--- src/rtl/bound_flash_pkg.sv ---
`default_nettype none
// ============================================================================
// Module      : bound_flash_pkg
// Description : Shared types, constants and helpers for the bound-flasher
//               LED bar sequencer (state codes, level limits, default table).
// Revision    : 1.0 - initial release
// ============================================================================
package bound_flash_pkg;

    localparam int LEVEL_MAX     = 16;
    localparam int LEVEL_W       = 5;
    localparam int LED_W         = 16;
    localparam int DEFAULT_DEPTH = 8;

    typedef logic [1:0] state_t;
    localparam state_t ST_IDLE = 2'b00;
    localparam state_t ST_UP   = 2'b01;
    localparam state_t ST_DOWN = 2'b10;
    localparam state_t ST_DONE = 2'b11;

    // Entry 0 sits in the least significant slice: {6,0,11,5,16,0,0,0}
    localparam logic [DEFAULT_DEPTH*LEVEL_W-1:0] DEFAULT_TABLE = {
        5'd0, 5'd0, 5'd0, 5'd16, 5'd5, 5'd11, 5'd0, 5'd6
    };

    // Default target for a table slot; slots beyond the default list are 0
    function automatic logic [LEVEL_W-1:0] default_level(input int idx);
        if (idx < DEFAULT_DEPTH) begin
            return DEFAULT_TABLE[idx*LEVEL_W +: LEVEL_W];
        end
        return '0;
    endfunction

    // Host values above the bar length are clipped to a full bar
    function automatic logic [LEVEL_W-1:0] sat_level(input logic [LEVEL_W-1:0] d);
        return (d > LEVEL_W'(LEVEL_MAX)) ? LEVEL_W'(LEVEL_MAX) : d;
    endfunction

endpackage
`default_nettype wire

--- src/rtl/bound_flash_sequencer_if.sv ---
`default_nettype none
// ============================================================================
// Module      : bound_flash_sequencer_if
// Description : Host config / control / LED bundle of the sequencer.
//               master = host side, slave = sequencer side.
// Revision    : 1.0 - initial release
// ============================================================================
interface bound_flash_sequencer_if #(
    parameter int NSEG = 8
);
    localparam int AW = (NSEG > 1) ? $clog2(NSEG) : 1;
    localparam int LW = AW + 1;

    logic          cfg_we;
    logic [AW-1:0] cfg_addr;
    logic [4:0]    cfg_data;
    logic [LW-1:0] cfg_len;
    logic          start;
    logic          flick;
    logic [15:0]   led;
    logic [4:0]    level;
    logic [AW-1:0] seg_idx;
    logic          busy;
    logic          done;

    modport master (
        output cfg_we, cfg_addr, cfg_data, cfg_len, start, flick,
        input  led, level, seg_idx, busy, done
    );

    modport slave (
        input  cfg_we, cfg_addr, cfg_data, cfg_len, start, flick,
        output led, level, seg_idx, busy, done
    );
endinterface
`default_nettype wire

--- src/rtl/bound_flash_prescaler.sv ---
`default_nettype none
// ============================================================================
// Module      : bound_flash_prescaler
// Description : Modulo-DIV step counter with synchronous clear and enable.
//               o_step is high in the last count of each DIV-cycle window.
// Revision    : 1.0 - initial release
// ============================================================================
module bound_flash_prescaler #(
    parameter int DIV = 4
) (
    input  wire logic clk,
    input  wire logic reset,
    input  wire logic i_clear,
    input  wire logic i_enable,
    output logic      o_step
);
    localparam int CW = (DIV > 1) ? $clog2(DIV) : 1;
    localparam logic [CW-1:0] C_TERM = CW'(DIV - 1);

    logic [CW-1:0] r_cnt;

    // Count 0..DIV-1 while enabled; clear wins over counting
    always_ff @(posedge clk or posedge reset) begin
        if (reset) begin
            r_cnt <= '0;
        end else if (i_clear) begin
            r_cnt <= '0;
        end else if (i_enable) begin
            r_cnt <= (r_cnt == C_TERM) ? '0 : r_cnt + CW'(1);
        end
    end

    assign o_step = i_enable && (r_cnt == C_TERM);

endmodule
`default_nettype wire

--- src/rtl/bound_flash_sequencer.sv ---
`default_nettype none
// ============================================================================
// Module      : bound_flash_sequencer
// Description : Steps a 0..16 LED level through a host-loaded table of
//               segment targets, paced by a prescaler, with flick rewind.
//               Holds the target table, the FSM and the thermometer decode.
// Revision    : 1.0 - initial release
// ============================================================================
module bound_flash_sequencer
    import bound_flash_pkg::*;
#(
    parameter int NSEG    = 8,
    parameter int DIV     = 4,
    parameter int FLICK_A = 0,
    parameter int FLICK_B = 6
) (
    input  wire logic               clk,
    input  wire logic               reset,
    bound_flash_sequencer_if.slave  bus
);
    localparam int AW = (NSEG > 1) ? $clog2(NSEG) : 1;
    localparam int LW = AW + 1;
    localparam logic [LW-1:0] C_LEN_RST = LW'((NSEG < 6) ? NSEG : 6);

    state_t             r_state;
    state_t             w_state_next;
    logic [LEVEL_W-1:0] r_level;
    logic [AW-1:0]      r_seg;
    logic [LW-1:0]      r_len;
    logic [LEVEL_W-1:0] r_table [NSEG];

    logic               w_busy;
    logic               w_step;
    logic               w_launch;
    logic               w_last;
    logic               w_flick_acc;
    logic               w_seg_done;
    logic               w_prs_clear;
    logic [LW-1:0]      w_len_m1;
    logic [LW-1:0]      w_len_in;
    logic [AW-1:0]      w_seg_next;
    logic [LEVEL_W-1:0] w_target;
    logic [LEVEL_W-1:0] w_next_target;
    logic [LEVEL_W-1:0] w_level_step;
    logic [LEVEL_W-1:0] w_level_inc;
    logic [LED_W:0]     w_led_full;

    assign w_busy        = (r_state == ST_UP) || (r_state == ST_DOWN);
    assign w_launch      = (r_state == ST_IDLE) && (bus.start || bus.flick);
    assign w_len_m1      = r_len - LW'(1);
    assign w_last        = (w_len_m1 == LW'(r_seg));
    assign w_seg_next    = r_seg + AW'(1);
    assign w_target      = r_table[r_seg];
    assign w_next_target = r_table[w_seg_next];
    assign w_level_inc   = (r_level >= LEVEL_W'(LEVEL_MAX)) ? LEVEL_W'(LEVEL_MAX)
                                                            : r_level + LEVEL_W'(1);
    assign w_len_in      = (bus.cfg_len == '0)          ? LW'(1) :
                           (bus.cfg_len > LW'(NSEG))    ? LW'(NSEG) : bus.cfg_len;

    assign w_flick_acc   = (r_state == ST_DOWN) && bus.flick && w_step && !w_last &&
                           ((r_level == LEVEL_W'(FLICK_A)) || (r_level == LEVEL_W'(FLICK_B)));
    assign w_seg_done    = w_step && (w_level_step == w_target);

    // Prescaler only runs while busy; it restarts from zero after a rewind
    assign w_prs_clear   = !w_busy || w_flick_acc;

    bound_flash_prescaler #(
        .DIV      (DIV)
    ) u_prescaler (
        .clk      (clk),
        .reset    (reset),
        .i_clear  (w_prs_clear),
        .i_enable (w_busy),
        .o_step   (w_step)
    );

    // One step toward the segment target; moving toward it in either direction
    // keeps a rewind that lands above an UP target from stalling
    always_comb begin
        w_level_step = r_level;
        if (r_level < w_target) begin
            w_level_step = r_level + LEVEL_W'(1);
        end else if (r_level > w_target) begin
            w_level_step = r_level - LEVEL_W'(1);
        end
    end

    // State register
    always_ff @(posedge clk or posedge reset) begin
        if (reset) begin
            r_state <= ST_IDLE;
        end else begin
            r_state <= w_state_next;
        end
    end

    // Next-state: launch, rewind, segment hand-over and completion
    always_comb begin
        w_state_next = r_state;
        case (r_state)
            ST_IDLE: begin
                if (w_launch) begin
                    w_state_next = (r_table[0] != '0) ? ST_UP : ST_DONE;
                end
            end
            ST_UP, ST_DOWN: begin
                if (w_flick_acc) begin
                    w_state_next = ST_UP;
                end else if (w_seg_done) begin
                    if (w_last) begin
                        w_state_next = ST_DONE;
                    end else if (w_next_target > w_level_step) begin
                        w_state_next = ST_UP;
                    end else if (w_next_target < w_level_step) begin
                        w_state_next = ST_DOWN;
                    end
                end
            end
            default: w_state_next = ST_IDLE;
        endcase
    end

    // Outputs: status flags and thermometer decode of the registered level
    always_comb begin
        w_led_full  = ((LED_W+1)'(1) << r_level) - (LED_W+1)'(1);
        bus.led     = w_led_full[LED_W-1:0];
        bus.level   = r_level;
        bus.seg_idx = r_seg;
        bus.busy    = w_busy;
        bus.done    = (r_state == ST_DONE);
    end

    // Level, segment index and latched pattern length
    always_ff @(posedge clk or posedge reset) begin
        if (reset) begin
            r_level <= '0;
            r_seg   <= '0;
            r_len   <= C_LEN_RST;
        end else begin
            case (r_state)
                ST_IDLE: begin
                    if (w_launch) begin
                        r_level <= '0;
                        r_seg   <= '0;
                        r_len   <= w_len_in;
                    end
                end
                ST_UP, ST_DOWN: begin
                    if (w_flick_acc) begin
                        r_seg   <= (r_seg == '0) ? '0 : r_seg - AW'(1);
                        r_level <= w_level_inc;
                    end else if (w_step) begin
                        r_level <= w_level_step;
                        if (w_seg_done && !w_last) begin
                            r_seg <= w_seg_next;
                        end
                    end
                end
                default: begin
                    r_level <= '0;
                end
            endcase
        end
    end

    // Target table: host writes only while not busy, so a run sees a stable table
    always_ff @(posedge clk or posedge reset) begin
        if (reset) begin
            for (int i = 0; i < NSEG; i++) begin
                r_table[i] <= default_level(i);
            end
        end else if (bus.cfg_we && !w_busy) begin
            r_table[bus.cfg_addr] <= sat_level(bus.cfg_data);
        end
    end

endmodule
`default_nettype wire

--- src/flat_wrapper.sv ---
// flat-port wrapper written by rule: the top's interface ports become plain ports
module bound_flash_sequencer_flat import bound_flash_pkg::*;
#(
    parameter int NSEG    = 8,
    parameter int DIV     = 4,
    parameter int FLICK_A = 0,
    parameter int FLICK_B = 6
)
  (clk, reset, bus_cfg_we, bus_cfg_addr, bus_cfg_data, bus_cfg_len, bus_start, bus_flick, bus_led, bus_level, bus_seg_idx, bus_busy, bus_done);
  bound_flash_sequencer_if #(.NSEG(NSEG)) bus_i ();
  input  wire logic clk;
  input  wire logic reset;
  input wire logic [$bits(bus_i.cfg_we)-1:0] bus_cfg_we;
  input wire logic [$bits(bus_i.cfg_addr)-1:0] bus_cfg_addr;
  input wire logic [$bits(bus_i.cfg_data)-1:0] bus_cfg_data;
  input wire logic [$bits(bus_i.cfg_len)-1:0] bus_cfg_len;
  input wire logic [$bits(bus_i.start)-1:0] bus_start;
  input wire logic [$bits(bus_i.flick)-1:0] bus_flick;
  output wire logic [$bits(bus_i.led)-1:0] bus_led;
  output wire logic [$bits(bus_i.level)-1:0] bus_level;
  output wire logic [$bits(bus_i.seg_idx)-1:0] bus_seg_idx;
  output wire logic [$bits(bus_i.busy)-1:0] bus_busy;
  output wire logic [$bits(bus_i.done)-1:0] bus_done;
  assign bus_i.cfg_we = bus_cfg_we;
  assign bus_i.cfg_addr = bus_cfg_addr;
  assign bus_i.cfg_data = bus_cfg_data;
  assign bus_i.cfg_len = bus_cfg_len;
  assign bus_i.start = bus_start;
  assign bus_i.flick = bus_flick;
  assign bus_led = bus_i.led;
  assign bus_level = bus_i.level;
  assign bus_seg_idx = bus_i.seg_idx;
  assign bus_busy = bus_i.busy;
  assign bus_done = bus_i.done;
  bound_flash_sequencer #(.NSEG(NSEG), .DIV(DIV), .FLICK_A(FLICK_A), .FLICK_B(FLICK_B)) u_core (.clk(clk), .reset(reset), .bus(bus_i));
endmodule
--- config.mk ---
export PLATFORM = sky130hd
export DESIGN_NAME = bound_flash_sequencer_flat
export DESIGN_NICKNAME = d
export VERILOG_FILES = /design/src/rtl/bound_flash_pkg.sv /design/src/rtl/bound_flash_sequencer_if.sv /design/src/rtl/bound_flash_prescaler.sv /design/src/rtl/bound_flash_sequencer.sv /design/src/flat_wrapper.sv
export SDC_FILE = /design/constraint.sdc
export NUM_CORES = 1
export LEC_CHECK = 0
export ABC_AREA = 1
export CAP_MARGIN = 10
export CORE_ASPECT_RATIO = 1.4
export CORE_UTILIZATION = 30
export CTS_CLUSTER_SIZE = 16
export DETAILED_ROUTE_END_ITERATION = 12
export DONT_BUFFER_PORTS = 1
export MAX_ROUTING_LAYER = met4
export SYNTH_ARGS = -nofsm -noshare
export SYNTH_HDL_FRONTEND = slang
export SYNTH_HIERARCHICAL = 1
export SYNTH_SLANG_ARGS = --single-unit
export TNS_END_PERCENT = 50
--- constraint.sdc ---
create_clock -name clk -period 8.95 [get_ports clk]
set_input_delay 0.895 -clock clk [delete_from_list [all_inputs] [get_ports clk]]
set_output_delay 0.895 -clock clk [all_outputs]
set_load 0.05 [all_outputs]
==> summary.md, run 1 <==
| Metric | Value |
|---|---|
| TritonCTS Buffers | 5 |
| Syn Std Cell Area | about 4500 sq um |
| Global-route wire length before repair | ~20,000 um |
| Register area | between 1000 and 1500 sq um |
| HPWL after detailed placement | ~9100 um |
| GRT met2 Usage | 30.7% |
| CP Launch Type | flip-flop |
| Unique masters post-synth | 40 |
| Post-Place Setup Slack | 4160 ps |
| Largest family of logic cells by synthesized area | simple AND/OR/NAND/NOR gates |
| Vias in the first global route | slightly above 4,000 |
| CP Cell Sequence | inv_1, ha_1, ha_1, inv_1, nor2_1, inv_1, ha_1, nand3_1, nor4_2, nand4_1, xnor2_1 |
| Largest cells by area after synthesis | dfrtp_1, nand2_1, inv_1 |
| Req. time, crit path | between 8000 and 9000 ps |
| Chip Height | between 100 and 150 um |
| HP Class | input port to async pin |
| Number of hold buffers added after cts | 0 |
| Starting Density | a little under a third |
| Gr busiest metal | met2 |
| Mapped Cells | approximately 640 |
| Commonest non-fill, non-tap cell in the layout | nand2_1 |
| Crit Path Max Fanout | 8 |
| Share of synthesized flip-flops with an asynchronous set or reset | 100% |
| CTS H-tree lvls | 2 |
| Final Setup Violations | 0 |
| Clk sinks | 56 |
| Placer's final routability congestion estimate | 0.834 |
| Yosys warns | 6 |
| CP Buf/Inv Count | 3 |
| Critical path's top delay family | XOR/XNOR gates |
| Yosys top cell area share | between 20% and 30% |
| CTS-repair resized insts | 0 |
| Iter 0 DRT Violations | between 200 and 300 |
| Core Area | about 15,000 sq um |
| Area occupied by multi-input gates | around 2500 sq um |
| Worst-path clk slew | 70 ps |
| CTS tree | built |
| CP max stage delay | between 800 and 900 ps |
| XOR/XNOR Fraction of Synth Area | about 4% |
| DR DRC count | 0 |
| Met1 Use GR | between 10% and 20% |
| Gr ovfl total | 0 |
| Flop and latch count out of synthesis | 56 |
| Post-synthesis mux area share | 0% |
| WP data arrival | approximately 4200 ps |
| Layout area overhead | 7.12% |
| Largest net degree at the start of global routing | between 60 and 70 |
| Final setup TNS | 0 ps |
| Initial antenna violation count | 0 |
| Vias | 4,121 |
| Clk_skew | between 3 and 4 ps |
| Maximum clock rate | just under 0.2 GHz |
| Crit Path Class | flip-flop to output port |
| Port Buffers | 0 |
| Fin crit share | 56.8% |
| Final Hold Fails | 0 |
| Total GRT Usage | 16.9% |
| Worst-Skew Late Latency | approximately 300 ps |
| Routed length per instance | approximately 15 um |
| Antenna diodes | 0 |
| Io pins | 43 |
| Final worst slack | 3860 ps |
| Post-synthesis net count | roughly 690 |
| MaxCap Viol Count | 0 |
| Main synth FF type | dfrtp_1 |
| Minimum clock period | 5090 ps |
| Register area share after synthesis | 31.7% |
| Slowest cell on the critical path | xnor2_1 |
| Status | complete, no violations |
| Post-Synth Simple-Gate Area | 29.1% |
| Routed wire length | between 10,000 and 15,000 um |
| # fillers | 1,590 |
| Layout cells sized above 1 | about 8.3% |
| Post-route ant nets | 0 |
| Row cnt | 52 |
| Post-synthesis compound-gate area fraction | about 15% |
| Maximum clock path buffer count | 2 |
| Die ar. | 15,400 sq um |
| Average cell area after synthesis | between 6 and 7 sq um |
| Slew margin rel. | between 20% and 30% |
| Fin. max-slew vios | 0 |
| Most frequent cells in the layout | nand2_1, inv_1, nor2_1, nand3_1, o21ai_0 |
| Root Buffer | clkbuf_16 |
| GRT met3 Usage | approximately 2.3% |
| Synth area leader | dfrtp_1 |
| Worst Max-Slew Pin Slew | between 1000 and 1500 ps |
| Final Net Count | around 700 |
| RSZ-0062 raised after global routing | no |
| DR pass1 iterations | 7 |
| Post-Synth Adder-Cell Area | about 8% |
| Crit. End Element | output port |
| Post-CTS setup buffer count | 0 |
| Post-synth EDFFs | 0 |
| Die X | 105 um |
| Via density | ~5 |
## cell usage after synthesis (2+ instances only)
| library cell | count |
|---|---|
| a21oi_1 | 41 |
| ha_1 | 29 |
| nor4_2 | 3 |
| o211ai_1 | 3 |
| nand3_4 | 2 |
| clkinv_1 | 2 |
| dfstp_2 | 10 |
| nor3_2 | 3 |
| buf_2 | 4 |
| a221oi_1 | 3 |
| buf_4 | 3 |
| nor3_1 | 2 |
| nand4_1 | 7 |
| dfrtp_1 | 46 |
| nand3_1 | 61 |
| inv_1 | 104 |
| nor2_2 | 4 |
| xor2_1 | 12 |
| nor2_1 | 61 |
| inv_2 | 6 |
| nand2_2 | 5 |
| buf_6 | 3 |
| nand3_2 | 2 |
| clkbuf_1 | 5 |
| nand2_1 | 131 |
| nand2_4 | 2 |
| a31oi_1 | 3 |
| xnor2_1 | 9 |
| o21ai_0 | 53 |
| o22ai_1 | 14 |
## area by class of cell
class,count,share of cell area (%)
inverter,113,8.93
sequential,56,29.6
clock inverter,2,0.288
clock buffer,6,2.91
multi-input combinational,459,52.9
timing repair buffer,3,0.471
tap,189,4.95
## worst paths after layout
check | start | endpoint | slack (ps) | depth (start not counted)
setup / recovery | u_core/bus.level[0]$_DFFE_PP0P_ | bus_led[14] | 3860 | 11
max in group asynchronous | reset | u_core/bus.seg_idx[0]$_DFFE_PP0P_ | 7770 | 2
hold / removal | reset | u_core/u_prescaler/r_cnt[0]$_DFFE_PP0P_ | 320 | 1
min in group clk | u_core/r_table[19]$_DFFE_PP1P_ | u_core/r_table[19]$_DFFE_PP1P_ | 510 | 2
hold reg to reg | u_core/r_table[19]$_DFFE_PP1P_ | u_core/r_table[19]$_DFFE_PP1P_ | 510 | 2
setup reg to reg | u_core/bus.seg_idx[2]$_DFFE_PP0P_ | u_core/r_state[1]$_DFFE_PP0P_ | 4500 | 22
## stage by stage
step / hold slack (ps) / std cells / cell area, sq um / utilization, %
final: 323 / 828 / 4780 / 32.9
after detailed placement: 493 / 820 / 4630 / 31.9
after global routing: 324 / 828 / 4780 / 32.9
after CTS: 317 / 828 / 4780 / 32.9
after floorplan: 460 / 643 / 4460 / -
after global placement: 494 / 820 / 4630 / 31.9
## per-layer routing
layer  vias to the layer above  routed length (um)
met1                      1917                5000
met5                         -                   0
met3                        14                 499
met2                       104                6350
li1                       2086                   -
met4                         0                 228
## state kept, by name, indices dropped and copies added (netlist names)
signal / count
u_core/u_prescaler/r_cnt: 2
u_core/r_state: 2
u_core/bus.seg_idx: 3
u_core/r_table: 40
u_core/r_len: 4
u_core/bus.level: 5
## cell families after synthesis
kind of cell             after synthesis
XOR/XNOR                              21
buffers and inverters                128
adder cells (fa/ha/maj)               29
AND/OR/NAND/NOR                      285
AO/OA/AOI/OAI                        124
flip-flops                            56
Power of run 1 is not shown: default switching activity piles up to over one toggle a cycle in this logic, so the estimate is an artifact.
==> run 2, diff against run 1 <==
clock period = 4.9 ns   (was 8.95 ns; I/O delays follow)
==> summary.md, run 2 (synthesized netlist as in run 1, its figures left out) <==
| Metric | Value |
|---|---|
| Final worst slack | 609 ps (-3260 ps) |
| Final Hold Fails | 0 (unchanged) |
| Worst hold slack | 244 ps (-78.6 ps) |
| Post-CTS setup buffer count | 0 (unchanged) |
| Routed length per instance | 14.5 um (-0.76%) |
| Req. time, crit path | 5100 ps (-2960 ps) |
| Iter 0 DRT Violations | 293 (+4.3%) |
| Clk_skew | 3.89 ps (+0.296 ps) |
| Final setup TNS | 0 ps (unchanged) |
| Commonest non-fill, non-tap cell in the layout | nand2_1 |
| Largest register FFs | 40 (unchanged) |
| Largest Register | u_core/r_table |
| Fin. max-slew vios | 0 (unchanged) |
| Io pins | 43 (unchanged) |
| Initial antenna violation count | 0 (unchanged) |
| Placer's final routability congestion estimate | 0.906 (+8.6%) |
| WP data arrival | 4490 ps (+300 ps) |
| Fin area | 4900 sq um (+2.4%) |
| Starting Density | 30.8% (unchanged) |
| Chip Height | 146 um (unchanged) |
| Root Buffer | clkbuf_16 |
| Layout cells sized above 1 | 10.2% (+2.0 points) |
| MaxCap Viol Count | 0 (unchanged) |
| HPWL after detailed placement | 9310 um (+2.6%) |
| Worst Max-Slew Pin Slew | 1080 ps (-33.0 ps) |
| Most frequent cells in the layout | nand2_1, inv_1, nor2_1, nand3_1, o21ai_0 |
| Number of hold buffers added after cts | 1 (+1) |
| Final Setup Violations | 0 (unchanged) |
| Antenna diodes | 0 (unchanged) |
| Layout area overhead | 9.73% |
| Global-route wire length before repair | 19,800 um (-0.94%) |
| DR DRC count | 0 (unchanged) |
| RSZ-0062 raised after global routing | no |
| CTS H-tree lvls | 2 (unchanged) |
| CTS tree | built |
| HP Class | input port to async pin |
| Vias | 4,118 (-0.073%) |
| Largest net degree at the start of global routing | 55 (-19%) |
| CP Launch Type | flip-flop |
| Worst-Skew Late Latency | 300 ps (about the same) |
| DR pass1 iterations | 5 (-2) |
| # fillers | 1,586 (-0.25%) |
| Gr ovfl total | 0 (unchanged) |
| Port Buffers | 0 (unchanged) |
| Vias in the first global route | 3,968 (-1.6%) |
| Via density | 4.88 (-1.9%) |
| Fin crit share | ~88% |
| Final Net Count | 699 (+2.2%) |
| Core Area | 14,500 sq um (unchanged) |
| Row cnt | 52 (unchanged) |
| Post-Place Setup Slack | 711 ps (-3450 ps) |
| TritonCTS Buffers | 5 (unchanged) |
| Worst-path clk slew | 70 ps (about the same) |
| Status | complete, no violations |
| Die X | 105 um (unchanged) |
| Maximum clock rate | around 0.23 GHz |
| Slew margin rel. | 27.5% (+2.2 points) |
| Crit Path Class | flip-flop to flip-flop |
| CTS-repair resized insts | 0 (unchanged) |
| Placed cell area | 4730 sq um (+2.3%) |
| Die ar. | 15,400 sq um (unchanged) |
| Clk sinks | 56 (unchanged) |
| R2R depth | 24 (+9.1%) |
| Maximum clock path buffer count | 2 (unchanged) |
| Routed wire length | 12,200 um (+1.0%) |
| Crit Path Max Fanout | 30 (+22) |
| Total GRT Usage | 16.7% (-0.21 points) |
| Post-route ant nets | 0 (unchanged) |
| Crit. End Element | flip-flop |
| Minimum clock period | 4290 ps |
-- run 2: cell types whose count changed in the layout (fill, tap and decap cells not counted), sizes merged --
cell,before,now
clkinvlp,0,2
clkinv,3,2
dlygate4sd3,0,1
buf,3,17
inv,112,111
-- run 2: area by class of cell --
type	instances	area, sq um	share of cell area [%]
inverter	113	427	8.71
sequential	56	1420	28.9
multi-input combinational	459	2530	51.6
tap	189	236	4.83
timing repair buffer	18	138	2.81
clock inverter	2	15.0	0.307
clock buffer	6	139	2.84
-- run 2: worst paths after layout --
| path | start | endpoint | slack (ps) |
|---|---|---|---|
| setup / recovery | u_core/bus.seg_idx[0]$_DFFE_PP0P_ | u_core/r_state[1]$_DFFE_PP0P_ | 610 |
| hold / removal | reset | u_core/bus.level[4]$_DFFE_PP0P_ | 240 |
| setup reg to reg | u_core/bus.seg_idx[0]$_DFFE_PP0P_ | u_core/r_state[1]$_DFFE_PP0P_ | 610 |
| hold reg to reg | u_core/r_table[19]$_DFFE_PP1P_ | u_core/r_table[19]$_DFFE_PP1P_ | 500 |
| max in group asynchronous | reset | u_core/bus.seg_idx[0]$_DFFE_PP0P_ | 4160 |
| min in group clk | bus_cfg_len[2] | u_core/r_len[2]$_DFFE_PP1P_ | 320 |
-- run 2: critical path, stage by stage, from the launching register on --
cell and delay, ps:
dfrtp_2 830, inv_2 330, a21oi_1 220, o21ai_1 90, nand3_1 80, nand2_1 120, ha_1 320, nand2_1 110
inv_1 50, nand2_1 170, nand3_4 160, nand3_1 120, nand3_1 130, ha_1 320, nand2_1 60, nor2_1 130
inv_1 50, o221ai_1 290, nand2_1 100, nand3_1 100, nor2_1 50, nor2_1 160, nand2_1 100, nand2_1 60
nand2_1 40
-- run 2: per-layer routing --
layer,up-vias,part of all wire (%),track usage [%]
met5,-,0,-
met4,0,2.6,5.85
met3,21,3.6,2.19
met2,97,51,30.0
met1,1890,42,18.8
li1,2110,-,-
-- run 2: per-stage QoR --
| stage | util, % | instances |
|---|---|---|
| after floorplan | - | 643 |
| after global placement | 32.6 | 834 |
| after detailed placement | 32.6 | 834 |
| after CTS | 33.7 | 843 |
| after global routing | 33.7 | 843 |
| final | 33.7 | 843 |
Power of run 2 is left out for the same reason.
==> run 3, diff against run 2 <==
==> constraint.sdc (replaced) <==
create_clock -name clk -period 4.9 [get_ports clk]
set_input_delay 0.49 -clock clk [delete_from_list [all_inputs] [get_ports clk]]
set_output_delay 0.49 -clock clk [all_outputs]
set_load 0.01 [all_outputs]
==> summary.md, run 3 (synthesized netlist as in run 1, its figures left out) <==
| Metric | Value |
|---|---|
| WP data arrival | 4080 ps (-410 ps) |
| Die X | 105 um (unchanged) |
| Register area | 1420 sq um (unchanged) |
| Port Buffers | 0 (unchanged) |
| # fillers | 1,548 (-2.4%) |
| Minimum clock period | 3880 ps (-414 ps) |
| Post-route ant nets | 0 (unchanged) |
| Maximum clock rate | 0.258 GHz (+11%) |
| CTS tree | built |
| Vias | 4,099 (-0.46%) |
| Crit. End Element | flip-flop |
| Final Net Count | 686 (-1.9%) |
| Post-CTS setup buffer count | 0 (unchanged) |
| Final Setup Violations | 0 (unchanged) |
| Global-route wire length before repair | 19,600 um (-0.59%) |
| RSZ-0062 raised after global routing | no |
| Placed cell count | 821 (-1.6%) |
| Crit Path Class | flip-flop to flip-flop |
| Routed wire length | 11,900 um (-2.5%) |
| Worst-Skew Late Latency | 300 ps (about the same) |
| Via density | 4.94 (+1.1%) |
| Fin crit share | 79.1% (-8.5 points) |
| Final setup TNS | 0 ps (unchanged) |
| Largest net degree at the start of global routing | 55 (unchanged) |
| Total GRT Usage | 16.6% (-0.083 points) |
| Number of hold buffers added after cts | 1 (unchanged) |
| Starting Density | 30.8% (unchanged) |
| TritonCTS Buffers | 5 (unchanged) |
| Chip Height | 146 um (unchanged) |
| Iter 0 DRT Violations | 331 (+13%) |
| MaxCap Viol Count | 0 (unchanged) |
| Root Buffer | clkbuf_16 |
| Largest Register | u_core/r_table |
| Status | complete, no violations |
| HPWL after detailed placement | 9400 um (+0.94%) |
| Row cnt | 52 (unchanged) |
| Fin. max-slew vios | 0 (unchanged) |
| Layout area overhead | 7.63% |
| Io pins | 43 (unchanged) |
| DR DRC count | 0 (unchanged) |
| Vias in the first global route | 3,919 (-1.2%) |
| Worst-path clk slew | 80 ps (about the same) |
| Post-route insts no fill | 830 (-1.5%) |
| Most frequent cells in the layout | nand2_1, inv_1, nor2_1, nand3_1, o21ai_0 |
| Largest register FFs | 40 (unchanged) |
| Initial antenna violation count | 0 (unchanged) |
| Maximum clock path buffer count | 2 (unchanged) |
| Final Hold Fails | 0 (unchanged) |
| Commonest non-fill, non-tap cell in the layout | nand2_1 |
| CP Launch Type | flip-flop |
| Worst hold slack | 240 ps (-3.67 ps) |
| HP Class | input port to async pin |
| Req. time, crit path | 5100 ps (about the same) |
| Placer's final routability congestion estimate | 0.931 (+2.7%) |
| Clk sinks | 56 (unchanged) |
| Area occupied by multi-input gates | 2530 sq um (unchanged) |
| Slew margin rel. | 53.3% (+26 points) |
| Worst Max-Slew Pin Slew | 700 ps (-380 ps) |
| Die ar. | 15,400 sq um (unchanged) |
| CTS-repair resized insts | 0 (unchanged) |
| CTS H-tree lvls | 2 (unchanged) |
| DR pass1 iterations | 5 (unchanged) |
| Antenna diodes | 0 (unchanged) |
| Core Area | 14,500 sq um (unchanged) |
| Routed length per instance | 14.3 um (-0.96%) |
| Crit Path Max Fanout | 27 (-10%) |
| Gr ovfl total | 0 (unchanged) |
| Clk_skew | 7.24 ps (+3.35 ps) |
| Layout cells sized above 1 | 8.42% (-1.8 points) |
[run 3: worst paths after layout]
check	from	to	slack (ps)	depth (start not counted)
max reg2reg	u_core/bus.seg_idx[0]$_DFFE_PP0P_	u_core/r_state[0]$_DFFE_PP0P_	1020	24
max	u_core/bus.seg_idx[0]$_DFFE_PP0P_	u_core/r_state[0]$_DFFE_PP0P_	1020	24
min	reset	u_core/bus.level[0]$_DFFE_PP0P_	240	2
max in group asynchronous	reset	u_core/bus.seg_idx[0]$_DFFE_PP0P_	4150	2
min reg2reg	u_core/r_table[19]$_DFFE_PP1P_	u_core/r_table[19]$_DFFE_PP1P_	500	2
min in group clk	bus_cfg_data[3]	u_core/r_table[18]$_DFFE_PP0P_	320	1
[run 3: critical path, cell delays in order (launching register included)]
cell	delay (ps)
dfrtp_2	530
buf_4	260
a21oi_1	160
o21ai_0	150
nand3_1	110
nand2_1	100
ha_1	310
nand2_1	100
nor2_2	60
nand2_1	150
nand3_4	150
nand3_1	130
nand3_1	150
ha_1	330
nand2_1	70
nor2_1	140
inv_1	50
o221ai_1	240
nand2_1	90
nand3_1	90
nor2_1	50
nor2_1	150
nand2_1	100
nand2_1	60
nand2_1	40
[run 3: routing by layer]
metal	vias up	global-route usage [%]	wire length (um)	share of wire, %
li1	2080	-	-	-
met1	1873	19.0	4980	42
met2	117	28.2	6040	51
met3	29	2.54	434	3.6
met4	0	8.03	439	3.7
met5	-	-	0	0
[run 3: final cells by class]
| cell class | count | area share, % |
|---|---|---|
| clock inverter | 2 | 0.391 |
| timing repair buffer | 5 | 0.834 |
| multi-input combinational | 459 | 52.6 |
| clock buffer | 6 | 2.89 |
| tap | 189 | 4.92 |
| sequential | 56 | 29.5 |
| inverter | 113 | 8.88 |
[run 3: through the flow]
stage               cell area [sq um]  setup slack [ps]  util, %
finish                           4800              1020     33.1
floorplan                        4460              1550        -
CTS                              4800              1030     33.1
global route                     4800               576     33.1
detailed placement               4630              1050     31.9
global placement                 4630              1140     31.9
Power of run 3 is left out for the same reason.
